[src/rtl/e_pipe_reg_pkg.sv]
// Shared opcode constants and the E-stage field bundle for the decode-to-execute register.
package e_pipe_reg_pkg;

    localparam logic [5:0] IROP  = 6'h00;
    localparam logic [5:0] IJ    = 6'h02;
    localparam logic [5:0] IADDI = 6'h08;
    localparam logic [5:0] IORI  = 6'h0D;
    localparam logic [5:0] ILW   = 6'h23;
    localparam logic [5:0] ISW   = 6'h2B;

    // A NOP is encoded as sll $0,$0,0: R-type with a zero function field.
    localparam logic [5:0] INOP     = IROP;
    localparam logic [5:0] NOP_FUNC = 6'h00;

    typedef struct packed {
        logic [5:0]  op;
        logic [5:0]  func;
        logic [31:0] val_a;
        logic [31:0] val_b;
        logic [31:0] imm;
        logic [31:0] pc;
        logic [4:0]  dst_e;
        logic        valid;
    } e_fields_t;

    localparam e_fields_t BUBBLE = '{
        op:    INOP,
        func:  NOP_FUNC,
        val_a: 32'd0,
        val_b: 32'd0,
        imm:   32'd0,
        pc:    32'd0,
        dst_e: 5'd0,
        valid: 1'b0
    };

    function automatic logic uses_b(input logic [5:0] op);
        return (op == IROP) || (op == ISW);
    endfunction

endpackage

[src/rtl/e_pipe_reg_load_use_detect.sv]
// Combinational load-use hazard check between the instruction in E and the one in D.
module load_use_detect
    import e_pipe_reg_pkg::*;
(
    input  logic       e_valid_i,
    input  logic [5:0] e_op_i,
    input  logic [4:0] e_dst_i,
    input  logic       d_valid_i,
    input  logic [5:0] d_op_i,
    input  logic [4:0] d_src_a_i,
    input  logic [4:0] d_src_b_i,
    output logic       load_use_o
);

    logic e_is_load;
    logic hit_a;
    logic hit_b;

    // Register 0 is never a real producer, so a load into $0 cannot create a hazard.
    assign e_is_load  = e_valid_i && (e_op_i == ILW) && (e_dst_i != 5'd0);
    assign hit_a      = (e_dst_i == d_src_a_i);
    assign hit_b      = uses_b(d_op_i) && (e_dst_i == d_src_b_i);
    assign load_use_o = e_is_load && d_valid_i && (hit_a || hit_b);

endmodule

[src/rtl/e_pipe_reg.sv]
// Decode-to-execute pipeline register: load, hold or bubble the E stage, plus perf counters.
module e_pipe_reg
    import e_pipe_reg_pkg::*;
#(
    parameter int CNT_W = 16
) (
    input  logic             clk,
    input  logic             rst_n,
    input  logic [5:0]       d_op,
    input  logic [5:0]       d_func,
    input  logic [31:0]      d_valA,
    input  logic [31:0]      d_valB,
    input  logic [31:0]      d_imm,
    input  logic [31:0]      d_pc,
    input  logic [4:0]       d_srcA,
    input  logic [4:0]       d_srcB,
    input  logic [4:0]       d_dstE,
    input  logic             d_valid,
    input  logic             e_flush,
    input  logic             m_stall,
    output logic [5:0]       E_op,
    output logic [5:0]       E_func,
    output logic [31:0]      E_valA,
    output logic [31:0]      E_valB,
    output logic [31:0]      E_imm,
    output logic [31:0]      E_pc,
    output logic [4:0]       E_dstE,
    output logic             E_valid,
    output logic             load_use,
    output logic             fd_stall,
    output logic [CNT_W-1:0] bubble_cnt,
    output logic [CNT_W-1:0] stall_cnt
);

    e_fields_t        e_q, e_d, d_fields;
    logic [CNT_W-1:0] bubble_cnt_q, bubble_cnt_d;
    logic [CNT_W-1:0] stall_cnt_q, stall_cnt_d;

    assign d_fields = '{
        op:    d_op,
        func:  d_func,
        val_a: d_valA,
        val_b: d_valB,
        imm:   d_imm,
        pc:    d_pc,
        dst_e: d_dstE,
        valid: d_valid
    };

    load_use_detect u_load_use_detect (
        .e_valid_i  (e_q.valid),
        .e_op_i     (e_q.op),
        .e_dst_i    (e_q.dst_e),
        .d_valid_i  (d_valid),
        .d_op_i     (d_op),
        .d_src_a_i  (d_srcA),
        .d_src_b_i  (d_srcB),
        .load_use_o (load_use)
    );

    // On a coincident flush, D is being discarded upstream, so there is nothing to hold.
    assign fd_stall = m_stall | (load_use & ~e_flush);

    always_comb begin
        // NOTE: every always_comb output gets a default first so no path can infer a latch.
        e_d          = e_q;
        bubble_cnt_d = bubble_cnt_q;
        stall_cnt_d  = stall_cnt_q;
        if (m_stall) begin
            if (stall_cnt_q != '1) stall_cnt_d = stall_cnt_q + 1'b1;
        end else if (e_flush || load_use) begin
            e_d = BUBBLE;
            if (bubble_cnt_q != '1) bubble_cnt_d = bubble_cnt_q + 1'b1;
        end else begin
            e_d = d_fields;
        end
    end

    // NOTE: state registers use non-blocking assignments so every flop samples pre-edge values.
    always_ff @(posedge clk) begin
        if (!rst_n) begin
            e_q          <= BUBBLE;
            bubble_cnt_q <= '0;
            stall_cnt_q  <= '0;
        end else begin
            e_q          <= e_d;
            bubble_cnt_q <= bubble_cnt_d;
            stall_cnt_q  <= stall_cnt_d;
        end
    end

    assign E_op       = e_q.op;
    assign E_func     = e_q.func;
    assign E_valA     = e_q.val_a;
    assign E_valB     = e_q.val_b;
    assign E_imm      = e_q.imm;
    assign E_pc       = e_q.pc;
    assign E_dstE     = e_q.dst_e;
    assign E_valid    = e_q.valid;
    assign bubble_cnt = bubble_cnt_q;
    assign stall_cnt  = stall_cnt_q;

endmodule

[config.mk]
export PLATFORM = sky130hd
export DESIGN_NAME = e_pipe_reg
export DESIGN_NICKNAME = d
export VERILOG_FILES = /design/src/rtl/e_pipe_reg_pkg.sv /design/src/rtl/e_pipe_reg_load_use_detect.sv /design/src/rtl/e_pipe_reg.sv
export SDC_FILE = /design/constraint.sdc
export NUM_CORES = 1
export LEC_CHECK = 0
export BUFFER_PORTS_ARGS = -buffer_cell sky130_fd_sc_hd__buf_2
export CORE_AREA = 2 2 133 135
export DETAILED_ROUTE_END_ITERATION = 7
export DIE_AREA = 0 0 135 137
export HOLD_SLACK_MARGIN = 0.02
export PLACE_DENSITY_LB_ADDON = 0.25
export SYNTH_ARGS = -nofsm -noshare
export SYNTH_HDL_FRONTEND = slang
export SYNTH_HIERARCHICAL = 1
export SYNTH_SLANG_ARGS = --single-unit
[constraint.sdc]
create_clock -name clk -period 4.1 [get_ports clk]
set_clock_uncertainty 0.15 [all_clocks]
set_input_delay 0.82 -clock clk [delete_from_list [all_inputs] [get_ports clk]]
set_output_delay 0.82 -clock clk [all_outputs]
set_load 0.02 [all_outputs]
; Word level (Yosys, flattened, before mapping)
; Index checks and enable logic that the tools add are counted.
[op_classes]
add_sub_neg = 2
eq_ne = 6
muxes = 1
bitwise_logic = 4
reduce_logical = 12
[op_table]
columns = op, count
row1 = 146-bit two-way mux, 1
row2 = "16-bit by 1-bit adder with 16-bit output, second input constant", 2
row3 = "16-bit inequality test, second input constant", 2
row4 = "6-bit == test, second input constant", 2
row5 = 5-bit == test, 2
row6 = 6-bit logical NOT, 1
row7 = 1-bit logical AND, 5
row8 = 5-bit nonzero test, 1
row9 = 1-bit logical OR, 3
row10 = 3-bit AND reduction, 1
row11 = 1-bit NOT, 2
row12 = 2-bit AND reduction, 1
row13 = 1-bit bitwise AND, 1
row14 = 1-bit OR, 1
[word_totals]
regBits = 178
inputBits = 160
output_inout_bits = 180
word_cells = 35

; Depth between registers and ports, before layout
; Gate-level depths: netlist of the first run.
[depth]
ltp_word = 7
ltp_mapped = 10
mapped_depth_nobuf = 8

; Cells and area by module
; Netlist of the first run, hierarchy kept.
[by_module_without_submodules]
columns = module, n_inst, cells_per_inst, area_each_um2, seq_area_each_um2
row1 = e_pipe_reg, 1, 668, 6720.2, 3563.4
row2 = load_use_detect, 1, 23, 172.7, 0.0

; Least setup slack after synthesis of the first run
; No wires, ideal clock.
[synth_path]
kind = input port to flip-flop
from = input port d_op[0]
to = register bubble_cnt_q[15] (netlist: bubble_cnt[15])
setup_ns = 0.071
arrival_ns = 3.503
t_required_ns = 3.879
slack_ns = 0.376
path_stages = 8
path_buffers = 0
path_cell_list = or4_1 > a2111oi_2 > nand2_1 > a21oi_1 > o21bai_4 > or4_1 > or4_1 > a21oi_1
[synth_via]
elab_chain_len = 7
word_cells_on_any_way = 8
cone_classes = 1 x eq/ne / 7 x reduce/logical
[synth_rtl]
columns = element, line
row1 = start: declaration, e_pipe_reg.sv:9  ; input logic [5:0] d_op,
row2 = 6-bit == test / 6-bit logical NOT (equally long branches), e_pipe_reg_pkg.sv:38  ; return (op == IROP) || (op == ISW);
row3 = 1-bit logical OR *, e_pipe_reg_pkg.sv:38
row4 = 1-bit logical AND *, e_pipe_reg_load_use_detect.sv:22  ; assign hit_b = uses_b(d_op_i) && (e_dst_i == d_src_b_i);
row5 = 1-bit logical OR *, e_pipe_reg_load_use_detect.sv:23  ; assign load_use_o = e_is_load && d_valid_i && (hit_a || hit_b);
row6 = 1-bit logical AND *, e_pipe_reg_load_use_detect.sv:23
row7 = net load_use, e_pipe_reg.sv:29  ; output logic load_use,
row8 = 1-bit logical OR *, e_pipe_reg.sv:71  ; end else if (e_flush || load_use) begin
row9 = 3-bit AND reduction (no source line) *, --
row10 = end signal: assignment, e_pipe_reg.sv:87  ; bubble_cnt_q <= bubble_cnt_d;
row11 = end: declaration, e_pipe_reg.sv:36  ; logic [CNT_W-1:0] bubble_cnt_q, bubble_cnt_d;
; Mark *: on every way through the listed nets, which the timed path passes. The rest lies on a longest branch.
; A chain may end at the register's enable or synchronous reset.

; Final worst setup path of the first run
[layout_path]
from = input port d_op[0]
to = output port fd_stall
[layout_via]
elab_chain_len = 7
word_cells_on_any_way = 8
cone_classes = 1 x eq/ne / 2 x bitwise / 5 x reduce/logical
[layout_rtl]
columns = element, line
row1 = 6-bit == test / 6-bit logical NOT (equally long branches), e_pipe_reg_pkg.sv:38
row2 = 1-bit logical OR *, e_pipe_reg_pkg.sv:38
row3 = 1-bit logical AND *, e_pipe_reg_load_use_detect.sv:22
row4 = 1-bit logical OR *, e_pipe_reg_load_use_detect.sv:23
row5 = 1-bit logical AND *, e_pipe_reg_load_use_detect.sv:23
row6 = 1-bit bitwise AND *, e_pipe_reg.sv:62  ; assign fd_stall = m_stall | (load_use & ~e_flush);
row7 = 1-bit OR *, e_pipe_reg.sv:62
row8 = end: declaration, e_pipe_reg.sv:30  ; output logic fd_stall,
; Every way passes the cells marked *; elsewhere a longest branch is shown, timed or not.

==> flow_summary_export.csv, run 1 <==
group,metric,value,unit
floorplanning,floorplan.rows,48,
synthesis,synth_warnings,6,
final_layout,final_net_count,1178,
setup_path,worst_ep_required_time,3130,ps
placement,gpl_wtd_cong,0.780,
floorplanning,floorplan.die_area,18500,µm²
synthesis,netlist_instances,691,
setup_path,cp_max_fo,3,
setup_path,critical_path.endpoint_type,"primary output",
clock_tree,tritoncts_clock_tree,"built",
final_layout,flow.area_growth_from_synthesis,36.2,%
synthesis,synth_nets,853,
clock_tree,clock_insertion_delay_worst_skew,420,ps
placement,port-buffer-count,339,
detailed_routing,viasPerCell,4.91,
sta,slew_headroom,0.310,
global_routing,grt_start_max_net_pins,59,
global_routing,globalRouteOverflowTotal,0,
global_routing,initial_antenna_violation_count,4,
sta,finalCriticalPeriod,3540,ps
power_and_ir_drop,power_frac_seq,0.473,
setup_path,critPathKind,"in -> out",
final_layout,finalInstanceArea,9390,µm²
clock_tree,cts.sinks,178,
floorplanning,fp.coreArea,17100,µm²
sta,setup-tns-final,0,ps
detailed_routing,route.vias.total,6179,
power_and_ir_drop,p_switching,1.01,mW
floorplanning,floorplan.initialDensity,0.404,
detailed_routing,post_detailed_route_drc_marker_count,0,
global_routing,grt_pass1_vias,5586,
min_path,holdCritPathClass,"reg -> reg",
setup_path,worst-r2r-setup-slack,1210,ps
synthesis,library_cells_used_by_synthesis,43,
floorplanning,ios,340,
power_and_ir_drop,power.share.switching,0.258,
synthesis,yosys-top-cells-area,"sky130_fd_sc_hd__dfxtp_1 (52%), sky130_fd_sc_hd__mux2i_1 (22%), sky130_fd_sc_hd__nor2_1 (8.2%)",
placement,place_area,8810,µm²
sta,worstMarginPinSlew,1020,ps
detailed_routing,drt_first_pass_iters,6,
power_and_ir_drop,power.ir.vdd_worst,288,µV
power_and_ir_drop,power,3.90,mW
run,max_cap_viol_count,0,
clock_tree,htree_levels,4,
placement,hpwl_after_dpl,14500,µm
global_routing,global_route_wire_length_before_repair,28600,µm
synthesis,synth-edff-count,0,
sta,drv_slew,0,
clock_tree,number_of_buffers_on_the_longest_clock_path,2,
clock_tree,cts.hold.buffers_added,0,
detailed_routing,detail_route.iter0.violations,242,
outcome,status,"completed",
final_layout,post-route-util,0.550,
synthesis,cell_area_after_technology_mapping,6890,µm²
synthesis,ys_seq_area_frac,0.517,
power_and_ir_drop,comb_power_share,0.123,
sta,setup_viol_count_final,0,
synthesis,synth.avg_cell_area,9.98,µm²
final_layout,drive_gt1_frac,0.373,
detailed_routing,wl,19500,µm
clock_tree,post-cts-setup-buffers,0,
sta,finalHoldViolCount,0,
clock_tree,path_clk_slew,60,ps
clock_tree,cts_repair_resize_count,0,
setup_path,worstPathArrival,2570,ps
sta,grt_setup_unrepaired,"false",
synthesis,ys_dominant_reg_cell,"sky130_fd_sc_hd__dfxtp_1",
synthesis,ys_async_sr_fraction,0,
synthesis,synth_register_bits,178,
global_routing,grt_usage,0.199,
setup_path,critical_path.startpoint_type,"input pin",
detailed_routing,drt.antenna.violating_nets,0,
detailed_routing,routed_wire_length_per_instance,15.5,µm
power_and_ir_drop,internal-power,2.90,mW
synthesis,portion_of_synthesized_cell_area_occupied_by_the_leading_cell_type,0.517,
power_and_ir_drop,power.share.clock,0.404,
clock_tree,cts-buffers-inserted,17,
clock_tree,cts-root-buf,"sky130_fd_sc_hd__clkbuf_16",
sta,final.period_utilization,0.862,
sta,achievable_freq,283,MHz
synthesis,leading_area_contributor_after_synthesis,"sky130_fd_sc_hd__dfxtp_1",
floorplanning,die_height,137,µm
power_and_ir_drop,p_leak,4.69,nW
floorplanning,width_of_the_chip,135,µm
power_and_ir_drop,pwr_density_cell,416,nW/µm²
==> cell usage in the layout, fill, tap and decap left out, types with 3 or more instances in the layout <==
master                         n
sky130_fd_sc_hd__o21ai_0      13
sky130_fd_sc_hd__a21oi_1      24
sky130_fd_sc_hd__nor2_1      150
sky130_fd_sc_hd__mux2i_1     149
sky130_fd_sc_hd__clkbuf_8      4
sky130_fd_sc_hd__dfxtp_1     178
sky130_fd_sc_hd__nand2b_1      3
sky130_fd_sc_hd__inv_1         6
sky130_fd_sc_hd__or4_1        17
sky130_fd_sc_hd__nor3_1        3
sky130_fd_sc_hd__buf_2       338
sky130_fd_sc_hd__or3_1        10
sky130_fd_sc_hd__clkinvlp_4    3
sky130_fd_sc_hd__o31ai_1      14
sky130_fd_sc_hd__inv_6         3
sky130_fd_sc_hd__nand4_1      12
sky130_fd_sc_hd__nor4_1        4
sky130_fd_sc_hd__xor2_1        9
sky130_fd_sc_hd__nand3_1      11
sky130_fd_sc_hd__nand2_1      16
sky130_fd_sc_hd__buf_4         6
sky130_fd_sc_hd__clkbuf_16    17
sky130_fd_sc_hd__diode_2       4
==> synthesized netlist by cell type, types with 3 or more instances <==
master,number
sky130_fd_sc_hd__nand2_1,17
sky130_fd_sc_hd__nor4_1,4
sky130_fd_sc_hd__o31ai_1,14
sky130_fd_sc_hd__inv_1,6
sky130_fd_sc_hd__dfxtp_1,178
sky130_fd_sc_hd__nand3_1,11
sky130_fd_sc_hd__buf_2,3
sky130_fd_sc_hd__clkbuf_1,35
sky130_fd_sc_hd__o21ai_0,13
sky130_fd_sc_hd__nor2_1,150
sky130_fd_sc_hd__xor2_1,9
sky130_fd_sc_hd__or4_1,17
sky130_fd_sc_hd__a21oi_1,24
sky130_fd_sc_hd__nor3_1,3
sky130_fd_sc_hd__nand2b_1,3
sky130_fd_sc_hd__mux2i_1,149
sky130_fd_sc_hd__nand4_1,12
sky130_fd_sc_hd__or3_1,10
==> logic make-up after synthesis <==
group,after synthesis,synth area share
adder cells (fa/ha/maj),2,0.00363
multiplexers,149,0.216
buffers and inverters,48,0.0278
XOR/XNOR,11,0.0140
flip-flops,178,0.517
AO/OA/AOI/OAI,64,0.0614
AND/OR/NAND/NOR,239,0.160
==> power groups by stage <==
stage / sequential [mW] / combinational (mW) / clock, mW
floorplan: 1.97 / 0.193 / 0
global placement: 1.88 / 0.481 / 0
detailed placement: 1.88 / 0.485 / 0
CTS: 1.85 / 0.486 / 1.63
global route: 1.85 / 0.520 / 1.70
finish: 1.85 / 0.479 / 1.58
==> final cells by class <==
| type | instances | area [µm²] |
|---|---|---|
| fillers | 1618 | 7670 |
| well taps | 225 | 282 |
| diodes | 4 | 10.0 |
| multi-input cells | 465 | 3150 |
| flip-flops and latches | 178 | 3560 |
| inverters | 7 | 26.3 |
| clock buffers | 22 | 474 |
| repair buffers | 347 | 1790 |
| clock inverters | 10 | 97.6 |
==> worst max-delay path, cell delays in order <==
cell	delay [ps]
sky130_fd_sc_hd__buf_2	110
sky130_fd_sc_hd__or4_1	590
sky130_fd_sc_hd__a2111oi_2	370
sky130_fd_sc_hd__nand2_1	80
sky130_fd_sc_hd__a21oi_1	130
sky130_fd_sc_hd__buf_4	160
sky130_fd_sc_hd__a21o_1	130
sky130_fd_sc_hd__buf_2	160
==> sequential cells by signal, indices dropped and copies added, names as in the netlist <==
name,cells
E_valid,1
E_valA,32
E_op,6
E_pc,32
E_dstE,5
stall_cnt,16
E_valB,32
E_imm,32
E_func,6
bubble_cnt,16
==> final timing paths <==
path	from	to	depth (start not counted)
worst max register to register	E_dstE[3]$_SDFFE_PN0N_	bubble_cnt[15]$_SDFFE_PN0P_	9
worst max-delay path	d_op[0]	fd_stall	8
worst min register to register	E_pc[10]$_SDFFE_PN0N_	E_pc[10]$_SDFFE_PN0N_	2
worst min-delay path	E_pc[10]$_SDFFE_PN0N_	E_pc[10]$_SDFFE_PN0N_	2
==> through the flow <==
stage | std cells | setup slack (ps) | hold WS (ps)
detailed placement | 1222 | 306 | 328
finish | 1258 | 565 | 339
global route | 1258 | 485 | 359
floorplan | 691 | 376 | 402
global placement | 1222 | 313 | 320
CTS | 1254 | 547 | 344
==> metal layers <==
| metal | global-route usage | part of all wire |
|---|---|---|
| met5 | 0 | 0 |
| met4 | 0.0631 | 0.016 |
| met3 | 0.0748 | 0.076 |
| met2 | 0.336 | 0.50 |
| met1 | 0.235 | 0.41 |
Note: power is estimated with default switching activity, not from simulation.
==> run 2: changes to the inputs <==
Settings changed: ABC_AREA set to 1.
==> run 2 against run 1 <==
Synthesized cell count grew 47%. Global-route usage grew 3.6 points. Sequential share of layout area shrank 1.3 points. Register-to-register slack gained 280 ps. Count of clock-buffer cells in the layout shrank 4. Worst hold slack lost 28 ps. Non-clock buffer count grew 2. Core utilization grew 1.9 points. Wire length grew 19%. Critical path depth grew 3. Sequential cell count is the same. Highest routed layer unchanged.
==> flow_summary_export.csv, run 2 <==
group,metric,value,unit
floorplanning,floorplan.die_area,18500,µm²
synthesis,ys_dominant_reg_cell,"sky130_fd_sc_hd__dfxtp_1",
sta,worstMarginPinSlew,888,ps
placement,gpl_wtd_cong,0.870,
sta,achievable_freq,306,MHz
final_layout,most_common_cell_after_layout_fill_and_taps_aside,"sky130_fd_sc_hd__buf_2",
synthesis,synth-edff-count,0,
detailed_routing,drt.antenna.violating_nets,0,
placement,port-buffer-count,339,
final_layout,diodes,0,
global_routing,grt_start_max_net_pins,86,
setup_path,cpMostUsedCell,"sky130_fd_sc_hd__nand2_1",
synthesis,synth-compound-area-share,0.120,
synthesis,synth.avg_cell_area,7.28,µm²
final_layout,final_net_count,1473,
setup_path,max_stage_delay,270,ps
detailed_routing,route.vias.total,7788,
global_routing,grt_pass1_vias,6783,
clock_tree,cts-buffers-inserted,17,
synthesis,synth_warnings,6,
detailed_routing,drt_first_pass_iters,5,
sta,drv_slew,0,
global_routing,grt_usage,0.235,
power_and_ir_drop,pwr_density_cell,400,nW/µm²
sta,finalCriticalPeriod,3270,ps
global_routing,global_route_wire_length_before_repair,34500,µm
clock_tree,clock_insertion_delay_worst_skew,420,ps
floorplanning,width_of_the_chip,135,µm
synthesis,synth_top_family_by_area,"simple AND/OR/NAND/NOR gates",
power_and_ir_drop,p_leak,4.44,nW
setup_path,critPathKind,"in -> out",
run,max_cap_viol_count,0,
power_and_ir_drop,power.share.clock,0.419,
placement,hpwl_after_dpl,16200,µm
clock_tree,cts.sinks,178,
synthesis,cell_area_after_technology_mapping,7380,µm²
clock_tree,path_clk_slew,60,ps
synthesis,library_cells_used_by_synthesis,26,
detailed_routing,detail_route.iter0.violations,484,
clock_tree,cts.hold.buffers_added,0,
min_path,holdCritPathClass,"reg -> reg",
placement,place_area,9130,µm²
final_layout,flow.area_growth_from_synthesis,31.7,%
setup_path,worstPathArrival,2300,ps
detailed_routing,wl,23200,µm
clock_tree,number_of_buffers_on_the_longest_clock_path,2,
power_and_ir_drop,comb_power_share,0.112,
clock_tree,htree_levels,4,
setup_path,crit_path_cell_trace,"buf_2 -> inv_1 -> nand2_1 -> nand2_1 -> nand2_1 -> nor2_1 -> nand2_1 -> a21oi_2 -> inv_1 -> o21ai_0 -> buf_2",
final_layout,drive_gt1_frac,0.305,
setup_path,worst_ep_required_time,3130,ps
clock_tree,tritoncts_clock_tree,"built",
sta,slew_headroom,0.408,
synthesis,synth.mux.area_fraction,0,
power_and_ir_drop,internal-power,2.86,mW
sta,setup_viol_count_final,0,
synthesis,portion_of_synthesized_cell_area_occupied_by_the_leading_cell_type,0.483,
power_and_ir_drop,power_frac_seq,0.468,
floorplanning,fp.coreArea,17100,µm²
synthesis,synth_register_bits,178,
final_layout,finalInstanceArea,9720,µm²
final_layout,post-route-util,0.570,
floorplanning,die_height,137,µm
synthesis,synth_adder_area_share,0.00339,
sta,finalHoldViolCount,0,
synthesis,synthTopCellsByCount,"sky130_fd_sc_hd__nand2_1 (251), sky130_fd_sc_hd__nand3_1 (184), sky130_fd_sc_hd__dfxtp_1 (178)",
sta,setup-tns-final,0,ps
floorplanning,floorplan.initialDensity,0.433,
synthesis,yosys.area_share.xor_xnor,0.00119,
synthesis,synth_most_common_cell,"sky130_fd_sc_hd__nand2_1",
synthesis,synth_nets,1176,
global_routing,initial_antenna_violation_count,0,
power_and_ir_drop,p_switching,1.02,mW
synthesis,netlist_instances,1014,
floorplanning,floorplan.rows,48,
final_layout,top_library_cells_by_usage_in_the_layout_fill_and_taps_aside,"sky130_fd_sc_hd__buf_2 (338), sky130_fd_sc_hd__nand2_1 (251), sky130_fd_sc_hd__nand3_1 (184)",
setup_path,crit_path_top_delay_cell,"sky130_fd_sc_hd__a21oi_2",
synthesis,leading_area_contributor_after_synthesis,"sky130_fd_sc_hd__dfxtp_1",
clock_tree,cts_repair_resize_count,0,
outcome,status,"completed",
detailed_routing,routed_wire_length_per_instance,15.0,µm
synthesis,synth_simple_gate_area_frac,0.326,
synthesis,yosys-top-cells-area,"sky130_fd_sc_hd__dfxtp_1 (48%), sky130_fd_sc_hd__nand2_1 (13%), sky130_fd_sc_hd__nand3_1 (12%)",
clock_tree,cts-root-buf,"sky130_fd_sc_hd__clkbuf_16",
sta,grt_setup_unrepaired,"false",
detailed_routing,viasPerCell,5.03,
synthesis,ys_async_sr_fraction,0,
power_and_ir_drop,power.ir.vdd_worst,270,µV
clock_tree,post-cts-setup-buffers,0,
setup_path,critical_path.endpoint_type,"primary output",
sta,final.period_utilization,0.798,
global_routing,globalRouteOverflowTotal,0,
setup_path,cp_max_fo,4,
power_and_ir_drop,power.share.switching,0.263,
floorplanning,ios,340,
synthesis,ys_seq_area_frac,0.483,
detailed_routing,post_detailed_route_drc_marker_count,0,
setup_path,critical_path.startpoint_type,"input pin",
-- run 2: cell types whose count changed in the layout (fill, tap and decap cells not counted), moves of 9 or more --
cell	change
sky130_fd_sc_hd__mux2i_1	-149
sky130_fd_sc_hd__nand3_1	+173
sky130_fd_sc_hd__a21oi_1	+144
sky130_fd_sc_hd__o31ai_1	-14
sky130_fd_sc_hd__nand4_1	-9
sky130_fd_sc_hd__inv_1	+34
sky130_fd_sc_hd__xor2_1	-9
sky130_fd_sc_hd__nand2_1	+235
sky130_fd_sc_hd__nor2_1	-71
sky130_fd_sc_hd__or3_1	-10
sky130_fd_sc_hd__nor2_4	+9
sky130_fd_sc_hd__or4_1	-17
-- run 2: critical path, delay by kind of cell --
kind | cells | cell delay [ps]
AOI/OAI and AO/OA | 2 | 530
buffers and inverters | 4 | 440
and+or+nand+nor | 5 | 510
-- run 2: path summary, 6_finish.rpt --
path                                               from                 endpoint  slack (ps)  cells past startpoint
worst max-delay path                          d_srcB[1]                 fd_stall         830                     11
worst min register to register  E_valB[11]$_SDFFE_PN0N_  E_valB[11]$_SDFFE_PN0N_         310                      2
worst max register to register   E_dstE[0]$_SDFFE_PN0N_  E_valB[20]$_SDFFE_PN0N_        1490                     11
worst min-delay path            E_valB[11]$_SDFFE_PN0N_  E_valB[11]$_SDFFE_PN0N_         310                      2
-- run 2: power groups by stage --
stage	sequential (mW)	combinational, mW	clock (mW)
final	1.82	0.436	1.63
after detailed placement	1.86	0.437	0
after CTS	1.82	0.439	1.66
after global placement	1.86	0.435	0
after floorplan	1.93	0.180	0
after global routing	1.83	0.479	1.73
-- run 2: metal layers --
metal / track usage / vias up / part of all wire
met4: 0.107 / 0 / 0.036
met2: 0.378 / 304 / 0.47
met5: 0 / - / 0
met1: 0.297 / 3483 / 0.41
li1: - / 3949 / -
met3: 0.0596 / 52 / 0.077
-- run 2: kinds of logic after synthesis --
group / Yosys count
xor+xnor: 1
buf+inv: 115
fa+ha+maj: 2
compound gates: 175
simple gates: 543
flops: 178
-- run 2: through the flow --
stage | power (mW) | hold WS (ps) | setup WS [ps] | instances
6_report | 3.89 | 310 | 829 | 1548
5_1_grt | 4.03 | 328 | 729 | 1548
4_1_cts | 3.92 | 312 | 787 | 1548
3_5_place_dp | 2.30 | 302 | 787 | 1517
3_3_place_gp | 2.29 | 298 | 789 | 1517
2_1_floorplan | 2.11 | 383 | 1070 | 1014
-- run 2: cell type report --
type | instances | area (µm²)
fillers | 1680 | 7340
multi-input cells | 721 | 3330
clock inverters | 13 | 148
clock buffers | 18 | 439
repair buffers | 349 | 1790
flip-flops and latches | 178 | 3560
well taps | 225 | 282
inverters | 44 | 170
==> run 3: changes to the inputs <==
Clock period 4.1 ns to 3.3 ns, I/O delays scaled along.
==> run 3 against run 2 <==
Clock power grew 31%. Setup slack got worse by 350 ps. Wire length is 0.99% lower. Global-route usage shrank 0.52 points. Count of clock-buffer cells in the layout down 1. Highest routed layer unchanged. Sequential power grew 24%. Via count fell by 0.53%. Die area unchanged.
==> flow_summary_export.csv, run 3 (synthesized netlist as in run 2, its figures left out) <==
group,metric,value,unit
clock_tree,htree_levels,4,
setup_path,critPathKind,"reg -> out",
floorplanning,floorplan.initialDensity,0.433,
placement,gpl_wtd_cong,0.833,
power_and_ir_drop,power.ir.vdd_worst,370,µV
setup_path,cp_max_fo,4,
final_layout,top_library_cells_by_usage_in_the_layout_fill_and_taps_aside,"sky130_fd_sc_hd__buf_2 (338), sky130_fd_sc_hd__nand2_1 (251), sky130_fd_sc_hd__nand3_1 (184)",
clock_tree,number_of_buffers_on_the_longest_clock_path,2,
setup_path,cp.buffers_inverters,4,
setup_path,critical-path-top-delay-family,"buffers and inverters",
setup_path,critical_path.startpoint_type,"flop",
clock_tree,post-cts-setup-buffers,0,
sta,drv_slew,0,
final_layout,drive_gt1_frac,0.307,
sta,finalCriticalPeriod,2820,ps
setup_path,crit_path_top_delay_cell,"sky130_fd_sc_hd__dfxtp_1",
detailed_routing,wl,22900,µm
placement,hpwl_after_dpl,16200,µm
clock_tree,cts_repair_resize_count,0,
global_routing,globalRouteOverflowTotal,0,
setup_path,cpMostUsedCell,"sky130_fd_sc_hd__nand2_1",
detailed_routing,routed_wire_length_per_instance,14.8,µm
global_routing,gr-usage-met2,0.368,
sta,achievable_freq,354,MHz
global_routing,grt_start_max_net_pins,95,
floorplanning,width_of_the_chip,135,µm
sta,worstMarginPinSlew,975,ps
floorplanning,ios,340,
global_routing,global_route_wire_length_before_repair,33700,µm
floorplanning,die_height,137,µm
global_routing,grt_usage,0.230,
sta,setup-tns-final,0,ps
global_routing,met1_grt_util,0.294,
min_path,holdCritPathClass,"reg -> reg",
final_layout,final_net_count,1476,
clock_tree,path_clk_slew,70,ps
global_routing,grt_pass1_vias,6585,
global_routing,global_route.usage.met3,0.0700,
clock_tree,clock_insertion_delay_worst_skew,420,ps
clock_tree,cts.hold.buffers_added,0,
outcome,status,"completed",
detailed_routing,viasPerCell,4.99,
setup_path,max_stage_delay,410,ps
final_layout,most_common_cell_after_layout_fill_and_taps_aside,"sky130_fd_sc_hd__buf_2",
clock_tree,cts-root-buf,"sky130_fd_sc_hd__clkbuf_16",
detailed_routing,drt.antenna.violating_nets,0,
clock_tree,cts.sinks,178,
min_path,worstHoldPathCells,2,
setup_path,crit_path_cell_trace,"inv_1 -> nand2_1 -> nand2_1 -> inv_1 -> nand2_1 -> nor2_1 -> nand2_1 -> a21oi_2 -> inv_1 -> o21ai_0 -> buf_2",
final_layout,fill_cells,1659,
sta,finalHoldViolCount,0,
sta,final.period_utilization,0.856,
power_and_ir_drop,p_leak,4.47,nW
placement,port-buffer-count,339,
detailed_routing,route.vias.total,7747,
detailed_routing,drt_first_pass_iters,7,
setup_path,worst-path-stages,11,
sta,setup_viol_count_final,0,
setup_path,critical_path.endpoint_type,"primary output",
floorplanning,floorplan.rows,48,
final_layout,flow.area_growth_from_synthesis,32.7,%
sta,slew_headroom,0.350,
clock_tree,tritoncts_clock_tree,"built",
global_routing,initial_antenna_violation_count,1,
clock_tree,cts-buffers-inserted,17,
final_layout,finalInstanceArea,9790,µm²
global_routing,globalRoute.busiestLayer,"met2",
setup_path,worstPathArrival,2010,ps
detailed_routing,post_detailed_route_drc_marker_count,0,
run,max_cap_viol_count,0,
setup_path,worst_ep_required_time,2490,ps
sta,worst_hold_slack,311,ps
detailed_routing,detail_route.iter0.violations,491,
floorplanning,fp.coreArea,17100,µm²
floorplanning,floorplan.die_area,18500,µm²
setup_path,r2r_cells,15,
placement,place_area,9170,µm²
power_and_ir_drop,pwr_density_cell,504,nW/µm²
sta,grt_setup_unrepaired,"false",
-- run 3: changes by cell type in the layout (fill, tap and decap cells not counted), sizes merged --
| cell | before | now |
|---|---|---|
| buf | 349 | 352 |
| bufinv | 2 | 3 |
| clkbuf | 18 | 17 |
| clkinv | 5 | 2 |
| clkinvlp | 1 | 2 |
| diode | 0 | 3 |
| inv | 49 | 51 |
-- run 3: final timing paths --
path	startpoint	to	slack, ps
min reg2reg	E_imm[17]$_SDFFE_PN0N_	E_imm[17]$_SDFFE_PN0N_	310
max	E_dstE[0]$_SDFFE_PN0N_	fd_stall	480
min	E_imm[17]$_SDFFE_PN0N_	E_imm[17]$_SDFFE_PN0N_	310
max reg2reg	E_dstE[0]$_SDFFE_PN0N_	bubble_cnt[7]$_SDFFE_PN0P_	1000
-- run 3: layout make-up --
cell class	instances	area [µm²]	share of cell area
Sequential cell	178	3560	0.364
Timing Repair Buffer	352	1820	0.186
Antenna cell	3	7.51	0.000766
Inverter	44	170	0.0174
Clock inverter	14	195	0.0199
Clock buffer	17	425	0.0434
Tap cell	225	282	0.0287
Multi-Input combinational cell	721	3330	0.340
-- run 3: report_power, final --
part	internal [mW]	switching [mW]
Combinational	0.198	0.348
Sequential	2.22	0.0419
Clock	1.22	0.916
Total	3.64	1.31
-- run 3: tightest hold or removal path, stage by stage, from the launching register on --
cell and delay, ps:
sky130_fd_sc_hd__dfxtp_1 300, sky130_fd_sc_hd__nand2_1 60, sky130_fd_sc_hd__a21oi_1 60
-- run 3: through the flow --
stage / util / worst slack (ps) / instances / power [mW]
2_1_floorplan: - / 592 / 1014 / 2.62
3_3_place_gp: 0.537 / 578 / 1520 / 2.85
3_5_place_dp: 0.537 / 539 / 1520 / 2.86
4_1_cts: 0.574 / 447 / 1551 / 4.99
5_1_grt: 0.574 / 291 / 1552 / 5.12
6_report: 0.574 / 476 / 1554 / 4.94
-- run 3: per-layer routing --
layer	vias to the layer above	part of all wire	wire length [µm]
li1	3955	-	-
met1	3456	0.42	9630
met2	300	0.48	11000
met3	36	0.080	1840
met4	0	0.019	446
met5	-	0	0
